--- src/rtl/io_sched_pkg.sv ---
// Shared types and constants for the I/O access scheduler.
// Latency: none (types, constants and a pure arbitration helper only).
// Backpressure: none.
//
// Contents:
//   NCS     number of chip-select lines driven onto the I/O decode gates
//   RW      width of the region index taken from the top address bits
//   CNTW    width of the strobe wait counter (holds WAIT, legal 0..7)
//   state_t access sequencer states
//   gnt_t   identity of the requester owning the bus
//   rr_pick round-robin choice between the CPU and the blitter
package io_sched_pkg;

  localparam int NCS  = 8;
  localparam int RW   = 3;
  localparam int CNTW = 3;

  typedef enum logic [1:0] {
    IDLE   = 2'd0,
    SETUP  = 2'd1,
    STROBE = 2'd2,
    HOLD   = 2'd3
  } state_t;

  typedef enum logic {
    GNT_C = 1'b0,
    GNT_B = 1'b1
  } gnt_t;

  // Only meaningful when at least one request is high. On a tie the
  // requester that did not own the previous access wins, so a requester
  // that keeps its request up can never lock the other one out.
  function automatic gnt_t rr_pick(input logic creq, input logic breq,
                                   input gnt_t last);
    if (creq && breq) begin
      return (last == GNT_B) ? GNT_C : GNT_B;
    end else if (creq) begin
      return GNT_C;
    end else begin
      return GNT_B;
    end
  endfunction

endpackage

--- src/rtl/io_region_dec.sv ---
// Region decoder: 3-to-8 active-low one-hot decode with a global enable.
// Latency: purely combinational, the caller registers the result.
// Backpressure: none.
//
// Ports:
//   idx  in  RW   region index (top address bits)
//   en   in  1    when low every output stays high (no region selected)
//   csl  out NCS  active-low select, exactly one line low when en is high
module io_region_dec
  import io_sched_pkg::*;
(
  input  logic [RW-1:0]  idx,
  input  logic           en,
  output logic [NCS-1:0] csl
);

  always_comb begin
    csl = '1;
    if (en) begin
      csl[idx] = 1'b0;
    end
  end

endmodule

--- src/rtl/io_access_sched.sv ---
// I/O access scheduler: round-robin CPU/blitter arbiter plus the
// setup/strobe/hold sequencer for the shared I/O bus.
// Latency: request seen at edge n -> setup n+1, strobe n+2..n+2+WAIT,
//          ack n+3+WAIT, back in IDLE n+4+WAIT.
// Backpressure: requests are levels held until the one-cycle ACK pulse;
//               a requester not granted simply keeps its request up.
//
// Parameters:
//   AW    I/O address width, bits AW-1..AW-3 pick the chip-select region
//   WAIT  strobe cycles beyond the first, legal range 0..7
//
// Ports:
//   CLK, RESETL       clock, synchronous active-low reset
//   CREQ/CADDR/CWR    CPU request level, address, direction (1 = write)
//   CACK              CPU acknowledge pulse (HOLD phase)
//   BREQ/BADDR/BWR    blitter request level, address, direction
//   BACK              blitter acknowledge pulse (HOLD phase)
//   IOA               address latched at grant
//   CSL               active-low chip selects, one-hot low during an access
//   IORDL/IOWRL       active-low read/write strobes
//   BUSY              high whenever the sequencer is not idle
module io_access_sched
  import io_sched_pkg::*;
#(
  parameter int AW   = 8,
  parameter int WAIT = 2
) (
  input  logic           CLK,
  input  logic           RESETL,
  input  logic           CREQ,
  input  logic [AW-1:0]  CADDR,
  input  logic           CWR,
  output logic           CACK,
  input  logic           BREQ,
  input  logic [AW-1:0]  BADDR,
  input  logic           BWR,
  output logic           BACK,
  output logic [AW-1:0]  IOA,
  output logic [NCS-1:0] CSL,
  output logic           IORDL,
  output logic           IOWRL,
  output logic           BUSY
);

  localparam logic [CNTW-1:0] WAIT_LD = CNTW'(WAIT);

  state_t          state_q, state_d;
  gnt_t            gnt_q, gnt_d;     // owner of the current/most recent access
  logic            wr_q, wr_d;
  logic [CNTW-1:0] cnt_q, cnt_d;
  logic [AW-1:0]   ioa_d;
  logic [NCS-1:0]  csl_d;
  logic            strobe_d;
  logic            hold_d;
  logic            access_d;

  // Next-state logic. Address and direction are captured only on the IDLE
  // grant edge, so any change on the request buses during an access is
  // ignored until the sequencer is idle again.
  always_comb begin
    state_d = state_q;
    gnt_d   = gnt_q;
    wr_d    = wr_q;
    cnt_d   = cnt_q;
    ioa_d   = IOA;

    case (state_q)
      IDLE: begin
        if (CREQ || BREQ) begin
          gnt_d   = rr_pick(CREQ, BREQ, gnt_q);
          ioa_d   = (gnt_d == GNT_C) ? CADDR : BADDR;
          wr_d    = (gnt_d == GNT_C) ? CWR : BWR;
          state_d = SETUP;
        end
      end
      SETUP: begin
        cnt_d   = WAIT_LD;
        state_d = STROBE;
      end
      STROBE: begin
        if (cnt_q == '0) begin
          state_d = HOLD;
        end else begin
          cnt_d = cnt_q - 1'b1;
        end
      end
      HOLD: begin
        // Always pass through IDLE: it is the dead cycle that separates
        // back-to-back accesses and the only place a grant is made.
        state_d = IDLE;
      end
      default: begin
        state_d = IDLE;
      end
    endcase
  end

  // Outputs are decoded from the next state and registered alongside it,
  // so every output is a flop and none depends combinationally on inputs.
  assign access_d = (state_d != IDLE);
  assign strobe_d = (state_d == STROBE);
  assign hold_d   = (state_d == HOLD);

  io_region_dec u_region_dec (
    .idx (ioa_d[AW-1:AW-RW]),
    .en  (access_d),
    .csl (csl_d)
  );

  always_ff @(posedge CLK) begin
    if (!RESETL) begin
      state_q <= IDLE;
      gnt_q   <= GNT_B;       // CPU wins the first tie out of reset
      wr_q    <= 1'b0;
      cnt_q   <= '0;
      IOA     <= '0;
      CSL     <= '1;
      IORDL   <= 1'b1;
      IOWRL   <= 1'b1;
      CACK    <= 1'b0;
      BACK    <= 1'b0;
      BUSY    <= 1'b0;
    end else begin
      state_q <= state_d;
      gnt_q   <= gnt_d;
      wr_q    <= wr_d;
      cnt_q   <= cnt_d;
      IOA     <= ioa_d;
      CSL     <= csl_d;
      // Only one strobe can be low: both are gated by the single STROBE
      // state and split by the latched direction.
      IORDL   <= ~(strobe_d & ~wr_d);
      IOWRL   <= ~(strobe_d & wr_d);
      CACK    <= hold_d & (gnt_d == GNT_C);
      BACK    <= hold_d & (gnt_d == GNT_B);
      BUSY    <= access_d;
    end
  end

endmodule
--- config.mk ---
export PLATFORM = sky130hd
export DESIGN_NAME = io_access_sched
export DESIGN_NICKNAME = d
export VERILOG_FILES = /design/src/rtl/io_sched_pkg.sv /design/src/rtl/io_region_dec.sv /design/src/rtl/io_access_sched.sv
export SDC_FILE = /design/constraint.sdc
export NUM_CORES = 1
export LEC_CHECK = 0
export ABC_AREA = 1
export BUFFER_PORTS_ARGS = -buffer_cell sky130_fd_sc_hd__buf_2
export CORE_AREA = 5 5 56 58
export DETAILED_ROUTE_END_ITERATION = 8
export DIE_AREA = 0 0 61 63
export GPL_TIMING_DRIVEN = 1
export PLACE_DENSITY = 0.86
export SETUP_SLACK_MARGIN = 0.2
export SLEW_MARGIN = 20
export SYNTH_ARGS = -nofsm -noshare
export SYNTH_HDL_FRONTEND = slang
export SYNTH_HIERARCHICAL = 1
export SYNTH_SLANG_ARGS = --single-unit
--- constraint.sdc ---
create_clock -name CLK -period 3.9 [get_ports CLK]
set_input_delay 0 -clock CLK [delete_from_list [all_inputs] [get_ports CLK]]
set_output_delay 0 -clock CLK [all_outputs]
set_load 0.01 [all_outputs]
== Yosys cells after proc, flatten, opt, wreduce, memory -nomap -nowiden ==
Cells that the tools add are included.
Cells by class
  $lt $le $gt $ge: 2
  mux-type cells: 20
  equality and inequality tests: 6
  reductions and logical operators: 10
  bitwise logic cells: 9
  add/subtract/negate cells: 1
Operator list (number)
  $mux W8: 3
  $mux W1: 11
  $eq A2 B2 Y1 const B: 4
  $not A8 Y8: 1
  $pmux W2 S4: 1
  $pmux W3 S2: 1
  $reduce_and A2 Y1: 3
  $and A1 B1 Y1: 4
  $lt A3 B4 Y1 const B: 1
  $mux W2: 2
  $not A1 Y1: 4
  $reduce_bool A2 Y1: 2
  $demux W1 S3: 1
  $ge A3 B1 Y1 const B: 1
  $logic_not A3 Y1: 1
  $mux W3: 1
  $sub A3 B1 Y3 const B: 1
  $eq A2 B1 Y1 const B: 1
  $logic_and A1 B1 Y1: 2
  $logic_not A2 Y1: 1
  $ne A2 B2 Y1 const B: 1
  $logic_or A1 B1 Y1: 1
Storage, ports and cells
  output and inout bits: 21
  word-level logic and storage cells: 60
  register bits: 28

== Depth between registers and ports, before layout ==
Gate-level depths: netlist of run 1.
  word-level depth: 12
  gate-level depth with buffers: 12
  gate-level depth less buffers: 11

== Hierarchy ==
Netlist of run 1, hierarchy kept.
Modules (own cells, without submodules)
  io_access_sched: times used 1, seq. area each 560.5 sq um, area each 1223.7 sq um, cells each 160
  io_region_dec: times used 1, seq. area each 0.0 sq um, area each 73.8 sq um, cells each 19

== Worst setup path after synthesis of run 1 ==
OpenSTA, ideal clock, no wires.
  path kind: reg-to-reg
  start point: register state_q[0]
  end point: register CSL[4]
  arrival time: 1.500 ns
  path buffers: 1
  required time: 3.780 ns
  path slack: 2.280 ns
  stages on the path, launching flop included: 13
  clock period less this slack: 1.620 ns
  setup time: 0.120 ns
  path through: dfxtp_1 inv_2 ha_1 inv_2 nor2_8 buf_6 nand3_1 nand2_1 inv_1 inv_1 nor2_1 nand2_1 or2_1
Between the ends
  longest elaborated chain between the ends: 7
RTL lines
  start: declaration: line io_access_sched.sv:47  | state_t state_q, state_d;
  start signal: assignment: line io_access_sched.sv:124  | state_q <= state_d;
  $logic_not A2 Y1 (*): line io_access_sched.sv:67  | case (state_q)
  $mux W8 (*): line io_access_sched.sv:67
  via ioa_d[7]: line io_access_sched.sv:51  | logic [AW-1:0] ioa_d;
  $lt A3 B4 Y1 (not written as such) / $ge A3 B1 Y1 (equally long branches): line io_region_dec.sv:20  | csl[idx] = 1'b0;
  $logic_and A1 B1 Y1 (not written as such): line io_region_dec.sv:20
  $mux W1 (not written as such): line io_region_dec.sv:20
  $demux W1 S3 (*)
  $not A8 Y8 (no source line) (*)
  end signal: assignment: line io_access_sched.sv:129  | CSL <= csl_d;
  end: declaration: line io_access_sched.sv:39  | output logic [NCS-1:0] CSL,
Mark *: on every way through the listed nets, which the timed path passes. The rest lies on a longest branch.
A chain may end at the register's enable or synchronous reset.

== Worst setup path in the final report of run 1 ==
  start point: register state_q[1]
  end point: register IOA[1]
Between the ends
  longest elaborated chain between the ends: 2
RTL lines
  $logic_not A2 Y1: line io_access_sched.sv:67
  $reduce_and A2 Y1 (no source line)
  end signal: assignment: line io_access_sched.sv:128  | IOA <= ioa_d;
  end: declaration: line io_access_sched.sv:38  | output logic [AW-1:0] IOA,
Every way passes these cells.

==> qor.csv, run 1 <==
stage,metric,value,unit
status,status,completed,
setup_path,cp_cell_sequence,"inv_1, ha_1, inv_2, nor2_8, nand3_1, dlygate4sd3_1, nand2_1, inv_1",
detailed_routing,via_per_inst,4.726,
setup_path,cp-start-kind,flop,
clock_tree,insertion_delay,0.33,ns
sta,finalSetupViolCount,0,
die,die_w,61,microns
synth,synth_nets,207,
finish,final_common_cell,nand2_1,
clock_tree,cts.clk_slew.worst_paths,0.15,ns
setup_path,crit_path_frequent_cell,inv_1,
finish,post-route-util,64.16,%
finish,syn2layout_area_growth,29.32,%
clock_tree,ctsRootBufferMaster,clkbuf_4,
die,rows,19,
place,place_area,0.001515,sq mm
clock_tree,tritoncts,done,
place,dp_hpwl,1.993,mm
place,place_ws,2.111,ns
synth,synth_top_area_share,43.20,%
setup_path,critical_path_class,reg -> reg,
detailed_routing,drc,0,
grt,antenna_found_initial,0,
sta,clock.fmax,543.2,MHz
sta,worst_pin_slew,0.3776,ns
setup_path,cp-end-kind,flop,
detailed_routing,wl,2.936,mm
detailed_routing,wl_per_cell,11.16,microns
pwr,powerDensity,580.7,mW/mm^2
place,globalplace.congestion,0.7873,
clock_tree,post_cts_resized,0,
grt,grt_pass1_vias,1211,
sta,grt_setup_unrepaired,false,
synth,ys_top_cells_by_area,"dfxtp_1 (43%), nand2_1 (14%), nand3_1 (7.7%)",
synth,synth_area_per_cell,7.249,sq um
detailed_routing,vias,1243,
clock_tree,cts_buffers,3,
grt,grt_max_degree,19,
synth,synth_cell_types,18,
detailed_routing,dr.pass1.iters,4,
setup_path,cpPeakStageDelay,0.58,ns
finish,antennaDiodeCount,0,
sta,finalCritPeriodShare,47.20,%
synth,synth_top_cell_by_area,dfxtp_1,
clock_tree,clkSinkCount,28,
synth,synthCells,179,
detailed_routing,antenna_left,0,
grt,grt.total_usage,16.65,%
setup_path,crit_fanout,18,
job,maxCapViolCount,0,
sta,layout_setup_ws,2.059,ns
grt,grt_pass1_wl,4.912,mm
sta,slew_viol_final,0,
pwr,p_leak,0.8827,nW
sta,relSlewSlack,74.77,%
sta,period_needed,1.841,ns
sta,tns,0,ns
finish,drive_above_1_share,24.57,%
die,dieArea,0.003843,sq mm
finish,final_cell_area,0.001678,sq mm
hold_path,hold_class,in -> reg,
sta,hold_viol,0,
synth,syn_area,0.001297,sq mm
finish,final_cell_mix,"nand2_1 (49), buf_2 (42), dfxtp_1 (28)",
pwr,ir_worst_vdd,0.4018,mV
clock_tree,htree_levels,1,
sta,fin_skew,0.003758,ns
die,ioPinCount,43,
finish,nNetsFinal,261,
setup_path,cp.arrival,2.09,ns
grt,grt_overflow,0,
setup_path,crit_slowest_cell,dlygate4sd3_1,
place,portBuffers,42,
setup_path,required,4.15,ns
detailed_routing,drt_iter0_drc,36,
die,die_h,63,microns
die,fp.coreArea,0.002615,sq mm
synth,seq_area_frac_synth,43.20,%
clock_tree,cts.path.max_buffers,2,
die,initial_utilization,49.62,%
synth,yosysWarnings,6,
synth,synth_seq_cells,28,
[cell type report]
type                       instances  area [sq um]
clock buffer                       3         22.52
fill                             236         937.1
timing repair buffer              53         320.3
sequential                        28         560.5
inverter                          26         97.59
tap                               31         38.79
clock inverter                     1         30.03
multi-input combinational        121         608.1
[registers in the layout (all words and copies together), names as in the netlist]
| register | count |
|---|---|
| IOA | 8 |
| wr_q | 1 |
| IOWRL | 1 |
| state_q | 2 |
| BUSY | 1 |
| cnt_q | 3 |
| IORDL | 1 |
| BACK | 1 |
| gnt_q | 1 |
| CSL | 8 |
| CACK | 1 |
[kinds of logic after synthesis]
logic type | synth area share, %
AO/OA/AOI/OAI | 2.217
adder cells (fa/ha/maj) | 5.786
buffers and inverters | 9.931
flip-flops | 43.20
AND/OR/NAND/NOR | 38.86
[Yosys cell counts]
cell,count
o21ai_2,1
inv_1,22
buf_2,1
o21ai_0,1
inv_2,4
dfxtp_1,28
buf_6,1
nand3_1,20
ha_1,6
nor2_8,1
nor2_1,22
nor2_4,1
nor2_2,3
nand2_2,1
a21oi_1,3
or2_1,13
buf_4,2
nand2_1,49
[per-layer routing]
metal  part of all wire [%]  GRT usage, %  vias up
met4                    1.8         6.775        0
li1                       -             -      645
met5                      0             0        -
met3                    4.6         2.893        6
met1                     38         18.18      563
met2                     56         30.21       29
[per-stage QoR]
stage          total power, mW  hold slack (ns)  std cells
4_1_cts                 0.9748         0.007075        263
2_1_floorplan           0.6674          0.06874        179
3_3_place_gp            0.7496           0.2355        248
3_5_place_dp            0.7645           0.2383        248
5_1_grt                  1.061          0.01883        263
6_report                0.9743        0.0007012        263
[critical path: cells and delay by family, from the launching register on]
kind / cells / cell delay [ns]
AND/OR/NAND/NOR: 3 / 0.43
flip-flops: 1 / 0.35
adder cells (fa/ha/maj): 1 / 0.20
buffers and inverters: 4 / 0.80
[worst paths after layout]
path,from,endpoint,slack [ns],cells past startpoint
max,state_q[1]$_SDFF_PN0_,IOA[1]$_SDFFE_PN0P_,2.06,8
min,CADDR[3],IOA[3]$_SDFFE_PN0P_,0.0007,5
max reg2reg,state_q[1]$_SDFF_PN0_,IOA[1]$_SDFFE_PN0P_,2.06,8
min reg2reg,cnt_q[0]$_SDFFE_PN0P_,cnt_q[0]$_SDFFE_PN0P_,0.45,1
[timing repair]
item / in CTS / in global routing
buffers inserted: 0 / 0
hold buffers: 11 / 0
hold endpoints to repair: 12 / 0
[report_power, final]
part           internal [mW]  switching [mW]  total [mW]
sequential             0.349          0.0253       0.374
clock                  0.104          0.0876       0.192
combinational          0.162           0.247       0.408
total                  0.614           0.360       0.974
Power figures use the tool's default switching activity.
==> run 2, diff against run 1 <==
--- a/config.mk
+++ b/config.mk
@@ -7,11 +7,11 @@
 export LEC_CHECK = 0
 export ABC_AREA = 1
 export BUFFER_PORTS_ARGS = -buffer_cell sky130_fd_sc_hd__buf_2
-export CORE_AREA = 5 5 56 58
+export CORE_AREA = 5 5 45 85
 export DETAILED_ROUTE_END_ITERATION = 8
-export DIE_AREA = 0 0 61 63
+export DIE_AREA = 0 0 50 90
 export GPL_TIMING_DRIVEN = 1
-export PLACE_DENSITY = 0.86
+export PLACE_DENSITY = 0.77
 export SETUP_SLACK_MARGIN = 0.2
 export SLEW_MARGIN = 20
 export SYNTH_ARGS = -nofsm -noshare
==> constraint.sdc (replaced) <==
create_clock -name CLK -period 1.5 [get_ports CLK]
set_input_delay 0 -clock CLK [delete_from_list [all_inputs] [get_ports CLK]]
set_output_delay 0 -clock CLK [all_outputs]
set_load 0.01 [all_outputs]
==> qor.csv, run 2 (synthesis results as in run 1) <==
stage,metric,value,unit,change
clock_tree,cts.clk_slew.worst_paths,0.10,ns,was 0.15 ns
sta,hold_slack,0.009644,ns,was 0.0007012 ns
grt,grt_pass1_vias,1372,,was 1211
pwr,ir_worst_vdd,0.9691,mV,was 0.4018 mV
clock_tree,cts.path.max_buffers,2,,unchanged
setup_path,cpPeakStageDelay,0.37,ns,was 0.58 ns
grt,grt_overflow,0,,unchanged
finish,final_cell_area,0.002021,sq mm,was 0.001678 sq mm
sta,finalCritPeriodShare,108.5,%,was 47.20%
detailed_routing,drt_iter0_drc,29,,was 36
finish,post_layout_nonfiller_instances,284,,was 263
detailed_routing,wl_met2,1.987,mm,was 1.634 mm
sta,worst_pin_slew,0.3044,ns,was 0.3776 ns
die,die_w,50,microns,was 61 microns
sta,hold_viol,0,,unchanged
status,violations,setup timing,,
sta,finalSetupViolCount,10,,was 0
detailed_routing,wl,3.503,mm,was 2.936 mm
finish,final_cell_mix,"buf_2 (42), nand2_1 (40), dfxtp_1 (24), buf_4 (24), nand3_1 (16)",,"was nand2_1 (49), buf_2 (42), dfxtp_1 (28)"
place,globalplace.congestion,0.7796,,was 0.7873
sta,grt_setup_unrepaired,true,,was false
sta,layout_setup_ws,-0.1270,ns,was 2.059 ns
detailed_routing,dr.pass1.iters,4,,unchanged
clock_tree,insertion_delay,0.27,ns,was 0.33 ns
clock_tree,ctsRootBufferMaster,clkbuf_8,,was clkbuf_4
grt,antenna_found_initial,0,,unchanged
detailed_routing,drc,0,,unchanged
sta,fin_skew,0.003113,ns,was 0.003758 ns
finish,final_common_cell,buf_2,,was nand2_1
place,portBuffers,42,,unchanged
setup_path,crit_slowest_cell,dfxtp_2,,was dlygate4sd3_1
sta,slew_viol_final,0,,unchanged
die,initial_utilization,41.58,%,was 49.62%
detailed_routing,vias,1395,,was 1243
finish,nNetsFinal,282,,was 261
hold_path,hold_class,in -> reg,,unchanged
setup_path,critical_path_class,reg -> reg,,unchanged
clock_tree,htree_levels,1,,unchanged
finish,antennaDiodeCount,0,,unchanged
die,dieArea,0.004500,sq mm,was 0.003843 sq mm
place,dp.cells,262,,was 248
detailed_routing,antenna_left,0,,unchanged
die,rows,29,,was 19
grt,grt_max_degree,19,,unchanged
clock_tree,cts_buffers,3,,unchanged
job,maxCapViolCount,0,,unchanged
setup_path,cp-end-kind,flop,,unchanged
place,place_area,0.001668,sq mm,was 0.001515 sq mm
finish,syn2layout_area_growth,55.74,%,was 29.32%
finish,reg_top3,"CSL x8, IOA x8, cnt_q x3",,unchanged
pwr,p_leak,1.022,nW,was 0.8827 nW
setup_path,cp.arrival,1.80,ns,was 2.09 ns
finish,drive_above_1_share,50.99,%,was 24.57%
grt,grt.total_usage,14.76,%,was 16.65%
die,fp.coreArea,0.003120,sq mm,was 0.002615 sq mm
pwr,powerDensity,1708,mW/mm^2,was 580.7 mW/mm^2
clock_tree,clkSinkCount,28,,unchanged
die,die_h,90,microns,was 63 microns
status,status,"finished, violations left",,was completed
sta,period_needed,1.627,ns,was 1.841 ns
detailed_routing,via_per_inst,4.912,,was 4.726
setup_path,cp-start-kind,flop,,unchanged
clock_tree,tritoncts,done,,unchanged
sta,clock.fmax,614.6,MHz,was 543.2 MHz
detailed_routing,dr_wl_met3,181,microns,was 136 microns
grt,grt_pass1_wl,5.451,mm,was 4.912 mm
detailed_routing,highest_layer,met4,,unchanged
detailed_routing,drt-met1-wl,1.211,mm,was 1.111 mm
die,ioPinCount,43,,unchanged
place,dp_hpwl,2.219,mm,was 1.993 mm
setup_path,cp_cell_sequence,"inv_2, ha_4, inv_4, nor2_8, or2_1, nand2_2, inv_4, nor2_2, nand2_1, or2_1",,"was inv_1, ha_1, inv_2, nor2_8, nand3_1, dlygate4sd3_1, nand2_1, inv_1"
detailed_routing,wl_per_cell,12.33,microns,was 11.16 microns
setup_path,crit_fanout,8,,was 18
setup_path,required,1.67,ns,was 4.15 ns
sta,relSlewSlack,79.68,%,was 74.77%
run 2: cell types whose count changed in the layout (fill, tap and decap cells not counted), sizes merged:
cell	delta
dlygate4sd3	-10
buf	+31
run 2: metal layers:
metal,vias to the layer above,global-route usage (%)
li1,684,-
met1,643,13.59
met2,56,27.42
met3,12,2.483
met4,0,9.628
met5,-,0
run 2: timing repair:
item,in CTS,in global routing
endpoints found under the setup margin,16,24
setup buffers,10,7
pin swaps,14,16
gates resized for setup,24,21
hold buffers,1,0
hold endpoints to repair,2,0
run 2: final timing paths:
kind                              start                    end  slack [ns]  depth (start not counted)
setup / recovery  state_q[1]$_SDFF_PN0_      CSL[1]$_SDFF_PN1_       -0.13                         10
setup reg to reg  state_q[1]$_SDFF_PN0_      CSL[1]$_SDFF_PN1_       -0.13                         10
hold reg to reg   cnt_q[0]$_SDFFE_PN0P_  cnt_q[0]$_SDFFE_PN0P_        0.42                          1
hold / removal                 BADDR[1]    IOA[1]$_SDFFE_PN0P_        0.01                          5
run 2: cell type report:
| type | count | area (sq um) |
|---|---|---|
| fillers | 256 | 1100 |
| multi-input cells | 121 | 755.7 |
| flip-flops and latches | 28 | 565.5 |
| repair buffers | 74 | 479.2 |
| inverters | 26 | 110.1 |
| clock buffers | 3 | 41.29 |
| well taps | 31 | 38.79 |
| clock inverters | 1 | 30.03 |
run 2: worst max-delay path: cells and delay by family, from the launching register on:
family / cells / cell delay [ns]
and+or+nand+nor: 6 / 0.76
DFF: 1 / 0.37
buffers and inverters: 3 / 0.21
adders and majority gates: 1 / 0.18
run 2: through the flow:
step / setup slack (ns) / TNS [ns] / total power, mW / utilization, %
after global routing: -0.2079 / -1.894 / 3.665 / 64.76
after CTS: -0.04160 / -0.2957 / 3.124 / 60.75
after floorplan: 0.02170 / 0 / 1.816 / -
after detailed placement: -0.06351 / -0.2528 / 2.225 / 53.45
after global placement: -0.04008 / -0.1286 / 2.199 / 53.45
final: -0.1270 / -1.029 / 3.451 / 64.76
run 2: power breakdown:
part           total, mW  internal, mW  switching, mW
clock network      0.593         0.357          0.235
logic               1.86         0.893          0.971
registers          0.994         0.914         0.0805
total               3.45          2.16           1.29
==> run 3, diff against run 2 <==
--- a/config.mk
+++ b/config.mk
@@ -7,11 +7,11 @@
 export LEC_CHECK = 0
 export ABC_AREA = 1
 export BUFFER_PORTS_ARGS = -buffer_cell sky130_fd_sc_hd__buf_2
-export CORE_AREA = 5 5 45 85
+export CORE_AREA = 5 5 43 81
 export DETAILED_ROUTE_END_ITERATION = 8
-export DIE_AREA = 0 0 50 90
+export DIE_AREA = 0 0 48 86
 export GPL_TIMING_DRIVEN = 1
-export PLACE_DENSITY = 0.77
+export PLACE_DENSITY = 0.81
 export SETUP_SLACK_MARGIN = 0.2
 export SLEW_MARGIN = 20
 export SYNTH_ARGS = -nofsm -noshare
==> constraint.sdc (replaced) <==
create_clock -name CLK -period 1.7 [get_ports CLK]
set_input_delay 0 -clock CLK [delete_from_list [all_inputs] [get_ports CLK]]
set_output_delay 0 -clock CLK [all_outputs]
set_load 0.01 [all_outputs]
==> qor.csv, run 3 (synthesis results as in run 1) <==
stage,metric,value,unit,change
setup_path,required,1.86,ns,was 1.67 ns
grt,antenna_found_initial,0,,unchanged
pwr,p_total,2.463,mW,was 3.451 mW
finish,antennaDiodeCount,0,,unchanged
clock_tree,htree_levels,1,,unchanged
grt,grt_pass1_wl,4.809,mm,was 5.451 mm
detailed_routing,wl,3.088,mm,was 3.503 mm
setup_path,cp.arrival,1.78,ns,was 1.80 ns
clock_tree,cts_buffers,3,,unchanged
sta,finalSetupViolCount,0,,was 10
die,fp.coreArea,0.002770,sq mm,was 0.003120 sq mm
setup_path,critical_path_class,reg -> reg,,unchanged
setup_path,cp_cell_sequence,"inv_4, ha_4, inv_4, nor2_8, or2_1, nand2_2, inv_4, nor2_2, nand2_1, or2_1",,"was inv_2, ha_4, inv_4, nor2_8, or2_1, nand2_2, inv_4, nor2_2, nand2_1, or2_1"
finish,nNetsFinal,266,,was 282
place,place_ws,0.03628,ns,was -0.06351 ns
sta,tns,0,ns,was -1.029 ns
die,die_h,86,microns,was 90 microns
clock_tree,ctsRootBufferMaster,clkbuf_8,,unchanged
pwr,ir_worst_vdd,0.8258,mV,was 0.9691 mV
die,die_w,48,microns,was 50 microns
clock_tree,cts.path.max_buffers,2,,unchanged
sta,period_needed,1.623,ns,was 1.627 ns
sta,relSlewSlack,82.06,%,was 79.68%
detailed_routing,drt_iter0_drc,44,,was 29
grt,grt_max_degree,19,,unchanged
finish,nFillCells,260,,was 256
setup_path,crit_fanout,7,,was 8
setup_path,crit_family,simple AND/OR/NAND/NOR gates,,unchanged
grt,grt_pass1_vias,1225,,was 1372
finish,drive_above_1_share,40.68,%,was 50.99%
detailed_routing,via_per_inst,4.755,,was 4.912
clock_tree,clkSinkCount,28,,unchanged
die,rows,27,,was 29
setup_path,crit_slowest_cell,dfxtp_2,,unchanged
hold_path,hold_class,in -> reg,,unchanged
pwr,powerDensity,1389,mW/mm^2,was 1708 mW/mm^2
die,initial_utilization,46.84,%,was 41.58%
sta,worst_pin_slew,0.2687,ns,was 0.3044 ns
place,place_area,0.001573,sq mm,was 0.001668 sq mm
status,status,completed,,"was finished, violations left"
detailed_routing,dr.pass1.iters,4,,unchanged
place,dp_hpwl,2.205,mm,was 2.219 mm
place,portBuffers,42,,unchanged
grt,grt.total_usage,15.53,%,was 14.76%
finish,final_cell_area,0.001773,sq mm,was 0.002021 sq mm
detailed_routing,antenna_left,0,,unchanged
finish,ff_latch_area,563.0,sq um,was 565.5 sq um
sta,clock.fmax,616.3,MHz,was 614.6 MHz
die,ioPinCount,43,,unchanged
finish,reg_top3,"CSL x8, IOA x8, cnt_q x3",,unchanged
sta,fin_skew,0.005009,ns,was 0.003113 ns
pwr,p_leak,0.9158,nW,was 1.022 nW
setup_path,cp-start-kind,flop,,unchanged
sta,finalCritPeriodShare,95.45,%,was 108.5%
setup_path,cp-end-kind,flop,,unchanged
detailed_routing,drc,0,,unchanged
finish,final_common_cell,nand2_1,,was buf_2
setup_path,reg2reg_slack,0.08,ns,was -0.13 ns
setup_path,crit_path_frequent_cell,inv_4,,
clock_tree,tritoncts,done,,unchanged
job,maxCapViolCount,0,,unchanged
clock_tree,cts.clk_slew.worst_paths,0.09,ns,was 0.10 ns
sta,hold_viol,0,,unchanged
sta,layout_setup_ws,0.07737,ns,was -0.1270 ns
finish,syn2layout_area_growth,36.64,%,was 55.74%
finish,final_cell_mix,"nand2_1 (43), buf_2 (42), dfxtp_1 (26)",,"was buf_2 (42), nand2_1 (40), dfxtp_1 (24), buf_4 (24), nand3_1 (16)"
detailed_routing,wl_per_cell,11.65,microns,was 12.33 microns
sta,grt_setup_unrepaired,true,,unchanged
sta,slew_viol_final,0,,unchanged
die,dieArea,0.004128,sq mm,was 0.004500 sq mm
place,globalplace.congestion,0.8230,,was 0.7796
detailed_routing,vias,1260,,was 1395
clock_tree,insertion_delay,0.27,ns,about the same
setup_path,critical_path_buf_inv_count,3,,unchanged
grt,grt_overflow,0,,unchanged
finish,multi_input_area,685.7,sq um,was 755.7 sq um
setup_path,cpPeakStageDelay,0.36,ns,was 0.37 ns
==> run 3: layout make-up <==
type,count,area share (%)
multi-input cells,121,38.67
flip-flops and latches,28,31.76
repair buffers,58,18.98
inverters,26,6.210
clock buffers,3,2.329
well taps,29,2.047
==> run 3: path summary, 6_finish.rpt <==
check                        startpoint               endpoint  cells after the start
setup / recovery  state_q[0]$_SDFF_PN0_      CSL[5]$_SDFF_PN1_                     10
hold / removal                 BADDR[3]    IOA[3]$_SDFFE_PN0P_                      5
setup reg to reg  state_q[0]$_SDFF_PN0_      CSL[5]$_SDFF_PN1_                     10
hold reg to reg   cnt_q[0]$_SDFFE_PN0P_  cnt_q[0]$_SDFFE_PN0P_                      1
==> run 3: metrics by stage <==
step	std cells	util, %	hold WS (ns)
4_1_cts	260	61.61	0.01599
3_3_place_gp	249	56.78	0.2393
2_1_floorplan	179	-	0.06874
6_report	265	64.00	0.01593
3_5_place_dp	249	56.78	0.2361
5_1_grt	265	64.00	0.03489
==> run 3: repair_timing <==
action                                  4_1_cts  5_1_grt
gates resized for setup                      10       12
endpoints found under the setup margin        8        8
hold buffers                                  1        0
pin swaps                                    14       16
setup buffers                                 7        5
hold endpoints to repair                      1        0
==> run 3: where the power goes <==
| group | total (mW) | switching, mW | internal, mW |
|---|---|---|---|
| Combinational | 1.25 | 0.705 | 0.547 |
| Sequential | 0.862 | 0.0583 | 0.804 |
| Clock | 0.349 | 0.190 | 0.159 |
| Total | 2.46 | 0.954 | 1.51 |
==> run 3: worst reg2reg max path, delay by kind of cell, from the launching register on <==
kind / cells / cell delay [ns]
flip-flops: 1 / 0.36
AND/OR/NAND/NOR: 6 / 0.80
adder cells (fa/ha/maj): 1 / 0.16
buffers and inverters: 3 / 0.20
==> run 3: metal layers <==
layer / track usage [%] / share of wire, % / wire length, microns
met1: 14.52 / 35 / 1092
met2: 30.04 / 57 / 1770
met3: 2.731 / 4.8 / 149
met4: 5.392 / 2.5 / 76
met5: 0 / 0 / 0
